`config.mk`:
```
export PLATFORM = sky130hd
export DESIGN_NAME = btn_debouncer
export DESIGN_NICKNAME = d
export VERILOG_FILES = /design/src/rtl/btn_debouncer.sv
export SDC_FILE = /design/constraint.sdc
export NUM_CORES = 1
export LEC_CHECK = 0
export ABC_AREA = 0
export BUFFER_PORTS_ARGS = -buffer_cell sky130_fd_sc_hd__buf_2
export CAP_MARGIN = 5
export CORE_AREA = 2 2 39 41
export CTS_CLUSTER_SIZE = 8
export DETAILED_ROUTE_END_ITERATION = 8
export DIE_AREA = 0 0 41 43
export SLEW_MARGIN = 10
export SYNTH_ARGS = -nofsm -noshare
export SYNTH_HDL_FRONTEND = slang
export SYNTH_SLANG_ARGS = --single-unit
```
`constraint.sdc`:
```
create_clock -name clk -period 2.16 [get_ports clk]
set_input_delay 0.216 -clock clk [delete_from_list [all_inputs] [get_ports clk]]
set_output_delay 0.216 -clock clk [all_outputs]
set_load 0.02 [all_outputs]
```
`src/rtl/btn_debouncer.sv`:
```
// Push-button conditioner: 2-FF synchronizer, debounce FSM, registered edge pulses and count tick.
// Define BTN_DEBOUNCE_AUTOREPEAT_EN to add hold-to-repeat ticks on btn_tick.
module btn_debouncer #(
  parameter int DEBOUNCE_CYCLES = 4,
  parameter int HOLD_CYCLES     = 16,
  parameter int REPEAT_CYCLES   = 4
) (
  input  logic clk,
  input  logic rst_n,
  input  logic btn_in,
  output logic btn_level,
  output logic btn_rise,
  output logic btn_fall,
  output logic btn_tick
);

  localparam int CNT_W = $clog2(DEBOUNCE_CYCLES + 1);
  localparam logic [CNT_W-1:0] CNT_LAST = CNT_W'(DEBOUNCE_CYCLES - 1);

  if (DEBOUNCE_CYCLES < 2) begin : g_bad_debounce
    $error("DEBOUNCE_CYCLES must be >= 2");
  end
  if (REPEAT_CYCLES < 1 || HOLD_CYCLES < 1) begin : g_bad_repeat
    $error("HOLD_CYCLES and REPEAT_CYCLES must be >= 1");
  end

  typedef enum logic [1:0] {
    IDLE    = 2'd0,
    ARM_HI  = 2'd1,
    PRESSED = 2'd2,
    ARM_LO  = 2'd3
  } state_e;

  logic             sync1_q, s_q;
  state_e           state_q, state_d;
  logic [CNT_W-1:0] cnt_q, cnt_d;
  logic             level_q, level_d;
  logic             rise_q, rise_d;
  logic             fall_q, fall_d;
  logic             tick_q, tick_d;

  // NOTE: every signal assigned in always_comb gets a default at the top;
  // a path that leaves one unassigned would infer a latch.
  always_comb begin
    state_d = state_q;
    cnt_d   = cnt_q;
    rise_d  = 1'b0;
    fall_d  = 1'b0;
    unique case (state_q)
      IDLE: begin
        if (s_q) begin
          state_d = ARM_HI;
          cnt_d   = CNT_W'(1);
        end
      end
      ARM_HI: begin
        if (!s_q) begin
          state_d = IDLE;
          cnt_d   = '0;
        end else if (cnt_q == CNT_LAST) begin
          state_d = PRESSED;
          cnt_d   = '0;
          rise_d  = 1'b1;
        end else begin
          cnt_d = cnt_q + 1'b1;
        end
      end
      PRESSED: begin
        if (!s_q) begin
          state_d = ARM_LO;
          cnt_d   = CNT_W'(1);
        end
      end
      ARM_LO: begin
        if (s_q) begin
          state_d = PRESSED;
          cnt_d   = '0;
        end else if (cnt_q == CNT_LAST) begin
          state_d = IDLE;
          cnt_d   = '0;
          fall_d  = 1'b1;
        end else begin
          cnt_d = cnt_q + 1'b1;
        end
      end
      default: begin
        state_d = IDLE;
        cnt_d   = '0;
      end
    endcase
    // The accepted level only moves on a completed debounce, so both arm states hold it.
    level_d = (state_d == PRESSED) || (state_d == ARM_LO);
  end

`ifdef BTN_DEBOUNCE_AUTOREPEAT_EN
  localparam int HOLD_MAX = (HOLD_CYCLES > REPEAT_CYCLES) ? HOLD_CYCLES : REPEAT_CYCLES;
  localparam int HOLD_W   = $clog2(HOLD_MAX + 1);

  logic [HOLD_W-1:0] hold_cnt_q, hold_cnt_d, hold_next, hold_target;
  logic              repeat_q, repeat_d;
  logic              rep_tick;

  // hold_cnt restarts after every tick; repeat_q selects the first-hold or repeat interval.
  always_comb begin
    hold_cnt_d  = hold_cnt_q;
    repeat_d    = repeat_q;
    rep_tick    = 1'b0;
    hold_next   = hold_cnt_q + 1'b1;
    hold_target = repeat_q ? HOLD_W'(REPEAT_CYCLES) : HOLD_W'(HOLD_CYCLES);
    if (rise_d || state_q == IDLE || state_q == ARM_HI) begin
      hold_cnt_d = '0;
      repeat_d   = 1'b0;
    end else if (state_q == PRESSED && s_q) begin
      if (hold_next == hold_target) begin
        rep_tick   = 1'b1;
        hold_cnt_d = '0;
        repeat_d   = 1'b1;
      end else begin
        hold_cnt_d = hold_next;
      end
    end
    tick_d = rise_d | rep_tick;
  end

  always_ff @(posedge clk) begin
    if (!rst_n) begin
      hold_cnt_q <= '0;
      repeat_q   <= 1'b0;
    end else begin
      hold_cnt_q <= hold_cnt_d;
      repeat_q   <= repeat_d;
    end
  end
`else
  assign tick_d = rise_d;
`endif

  // NOTE: sequential state uses non-blocking assignments so every flop samples
  // pre-edge values; blocking here would collapse the 2-FF synchronizer into one stage.
  always_ff @(posedge clk) begin
    if (!rst_n) begin
      sync1_q <= 1'b0;
      s_q     <= 1'b0;
      state_q <= IDLE;
      cnt_q   <= '0;
      level_q <= 1'b0;
      rise_q  <= 1'b0;
      fall_q  <= 1'b0;
      tick_q  <= 1'b0;
    end else begin
      sync1_q <= btn_in;
      s_q     <= sync1_q;
      state_q <= state_d;
      cnt_q   <= cnt_d;
      level_q <= level_d;
      rise_q  <= rise_d;
      fall_q  <= fall_d;
      tick_q  <= tick_d;
    end
  end

  assign btn_level = level_q;
  assign btn_rise  = rise_q;
  assign btn_fall  = fall_q;
  assign btn_tick  = tick_q;

endmodule
```
* Word level (Yosys, flattened, before mapping)
Cells that the tools add are included.
Operators by class: add/sub/neg operators 1, $mul 0, divide/modulo/power cells 0, magnitude comparators 0, equality and inequality tests 8, shifts and indexed selects 0, multiplexer cells 14, bitwise operators 2, reduce and logical (&&, ||, !) cells 5
Operators with widths (count):
- 2-to-1 mux 3 bit | 5
- 2-to-1 mux 2 bit | 6
- one-hot mux 3 bit (4 select lines) | 1
- equality test 2 bit (second input constant) | 4
- one-hot mux 2 bit (4 select lines) | 1
- != test 2 bit (second input constant) | 2
- adder 3 x 1 -> 3 bit (second input constant) | 1
- equality test 3 x 2 -> 1 bit (second input constant) | 1
- AND reduction 3 bit | 1
- OR reduction 3 bit | 1
- equality test 2 x 1 -> 1 bit (second input constant) | 1
- zero test 2 bit | 1
- inverter 1 bit | 2
- AND reduction 2 bit | 1
- logical OR 1 bit | 1
- 2-to-1 mux 1 bit | 1
Storage, ports and cells: bits in registers 10, bits in latches 0, memory bits (writable) 0, ROM bits 0, input port bits 3, output and inout port bits 4, word-level logic and storage cells 37, memories kept 0

* Depth between registers and ports, before layout
depth in word-level cells 6, mapped depth 3, depth with buffers taken out 3

* Worst setup path before layout
Ideal clock, no wire load.
path kind reg-to-reg, from register cnt_q[0], to register fall_q (netlist: btn_fall), setup time 0.118 ns, arrival time 0.893 ns, data required time 2.042 ns, slack 1.148 ns, stages on the path, launching flop included 4, buffers on the path 0, period minus slack after synthesis 1.012 ns, cell sequence dfxtp_1 > ha_1 > and3b_4 > and4b_2
Between the ends: cells in the longest elaborated chain, start to end 2
Ends and longest elaborated chain:
- from (decl) | RTL line 36 | logic [CNT_W-1:0] cnt_q, cnt_d;
- from (signal assigned) | RTL line 154 | cnt_q <= cnt_d;
- equality test 3 x 2 -> 1 bit | RTL line 78 | end else if (cnt_q == CNT_LAST) begin
- 2-to-1 mux 1 bit | RTL line 78
- to (signal assigned) | RTL line 157 | fall_q <= fall_d;
- to (decl) | RTL line 39 | logic fall_q, fall_d;
Every way passes these cells. A chain may end at the register's enable or synchronous reset.

==> metrics.csv <==
metric,value,unit
status,finished clean,
path_class,reg -> out,
post-route-period-util,51.68,%
io_pins,7,
setup_tns,0,ns
critPathArrivalTime,0.90,ns
drt_iter0_markers,2,
combinationalPowerShare,3.8,%
antenna_cells,0,
ys_warn_count,0,
swShare,21.06,%
crit_chain,buf_2,
pwr-share-clk,41.3,%
setup_violations,0,
cts_buffer_depth,2,
finalCriticalPeriod,1.116,ns
cts-root-buf,clkbuf_4,
worst_slew_pin_slew,0.3329,ns
ff_latch_area,180.2,µm²
slew_viol_final,0,
pwr-share-seq,55.0,%
power.total,312.6,µW
initial_core_util,26.40,%
power.switching,65.84,µW
ir_drop,0.3674,mV
synth.area.top_cells,"dfxtp_1 (49%), mux2i_1 (8.2%), xnor2_2 (4.5%)",
grt_usage,8.451,%
drt_wl_total,554,µm
max_freq,895.8,MHz
cpPeakStageDelay,0.43,ns
cts_num_sinks,9,
fillCellCount,158,
fin_nets,44,
start_kind,flip-flop,
grt_pass1_wl,924,µm
synthesis.nets,35,
h-tree-depth,1,
syn_inst,31,
ctsResizeCount,0,
cts_hold_buffers,0,
cts_tree,yes,
power.density,728.3,nW/µm²
clock_latency,0.26,ns
avgSynthCellArea,11.79,µm²
fp.dieH,43,µm
vias,252,
p_leak,0.1867,nW
drive_above_1_share,35.90,%
cts_made_buffers,3,
yosysUniqueCellTypes,18,
cp_top_family,flip-flops,
fin_cells,55,
layout_common_cells,"dfxtp_1 (9), buf_2 (6), mux2i_1 (3), clkbuf_4 (3)",
yosysTopAreaCellShare,49.32,%
finalHoldViolations,0,
fin_skew,0.0004208,ns
dieArea,1763,µm²
antenna_found_initial,0,
viasPerCell,4.582,
worst-path-buf-inv,1,
setup.worst_path.end_class,output pin,
place_inst,51,
die_w,41,µm
p_int,246.7,µW
clk_pin_slew,0.06,ns
fp.coreArea,1384,µm²
cp.required,1.94,ns
worst_slack,1.044,ns
overflow,0,
post_drt_wl_per_cell,10.07,µm
relSlewSlack,77.70,%
yosysTopAreaCell,dfxtp_1,
placement_rows,14,
syn_to_final_growth,17.47,%
ys_ff_latch,9,
grt_max_degree,13,
cap_violations,0,
gp_congestion,0.6080,
ys_seq_area_share,49.32,%
portBuffers,6,
post-cts-setup-buffer-count,0,
ant_nets,0,
dp_slack,1.122,ns
hp-class,in -> reg,
final_core_util,31.01,%
grt_pass1_vias,224,
cp_slowest_cell,dfxtp_1,
rsz0062_at_grt,false,
hpwlAfterDp,384.4,µm
mostFrequentLayoutCell,dfxtp_1,
syn_area,365.4,µm²
cp_max_fo,5,
dr.pass1.iters,4,
drc,0,
multi_input_area,168.9,µm²
flip-flops by register name (all words and copies together), names as in the netlist:
| name | flops |
|---|---|
| btn_fall | 1 |
| btn_tick | 1 |
| cnt_q | 3 |
| s_q | 1 |
| state_q | 2 |
| sync1_q | 1 |
logic make-up after synthesis:
logic type	share of synthesized area [%]
adders and majority gates	3.424
buffers and inverters	4.451
AOI/OAI and AO/OA	4.108
and+or+nand+nor	26.02
muxes	8.220
xor gates and xnor gates	4.453
DFF	49.31
metal layers:
metal / GRT usage [%] / vias to the layer above / routed length, µm / part of all wire [%]
li1: - / 123 / - / -
met1: 9.385 / 120 / 260 / 47
met2: 10.63 / 9 / 225 / 41
met3: 7.853 / 0 / 68 / 12
met4: 4.000 / 0 / 0 / 0
met5: 0 / - / 0 / 0
power groups by stage:
stage          clock (mW)  sequential [mW]  combinational [mW]
6_report            0.129            0.172              0.0118
5_1_grt             0.150            0.172              0.0135
4_1_cts             0.135            0.172              0.0120
3_5_place_dp            0            0.176              0.0119
3_3_place_gp            0            0.175              0.0118
2_1_floorplan           0            0.175             0.00927
per-stage QoR:
step | hold WS [ns] | cell area [µm²]
2_1_floorplan | 0.3433 | 365.4
3_3_place_gp | 0.4145 | 402.9
3_5_place_dp | 0.4242 | 402.9
4_1_cts | 0.1525 | 429.2
5_1_grt | 0.1543 | 429.2
6_report | 0.1592 | 429.2
path summary, 6_finish.rpt:
path / slack, ns / cells past startpoint / from / end
worst max-delay path: 1.04 / 1 / state_q[1] / btn_level
worst min-delay path: 0.16 / 2 / btn_in / sync1_q
worst max register to register: 1.11 / 3 / cnt_q[0] / btn_fall
worst min register to register: 0.43 / 1 / sync1_q / s_q
layout make-up:
| type | instances | share of cell area, % |
|---|---|---|
| clock buffers | 4 | 6.122 |
| inverters | 1 | 0.8746 |
| multi-input cells | 19 | 39.36 |
| flip-flops and latches | 9 | 41.98 |
| well taps | 16 | 4.665 |
| repair buffers | 6 | 6.997 |
synthesized netlist by cell type:
master	count
nand4b_1	1
dfxtp_1	9
buf_4	1
buf_2	1
and2_1	2
xnor2_2	1
nand2_1	2
a21oi_1	1
nand3_1	1
nand3b_1	2
and4b_1	1
a21bo_2	1
and4b_2	1
mux2i_1	3
inv_1	1
ha_1	1
and3b_4	1
nor3b_2	1
No activity file was read; power rests on OpenSTA's default activity.
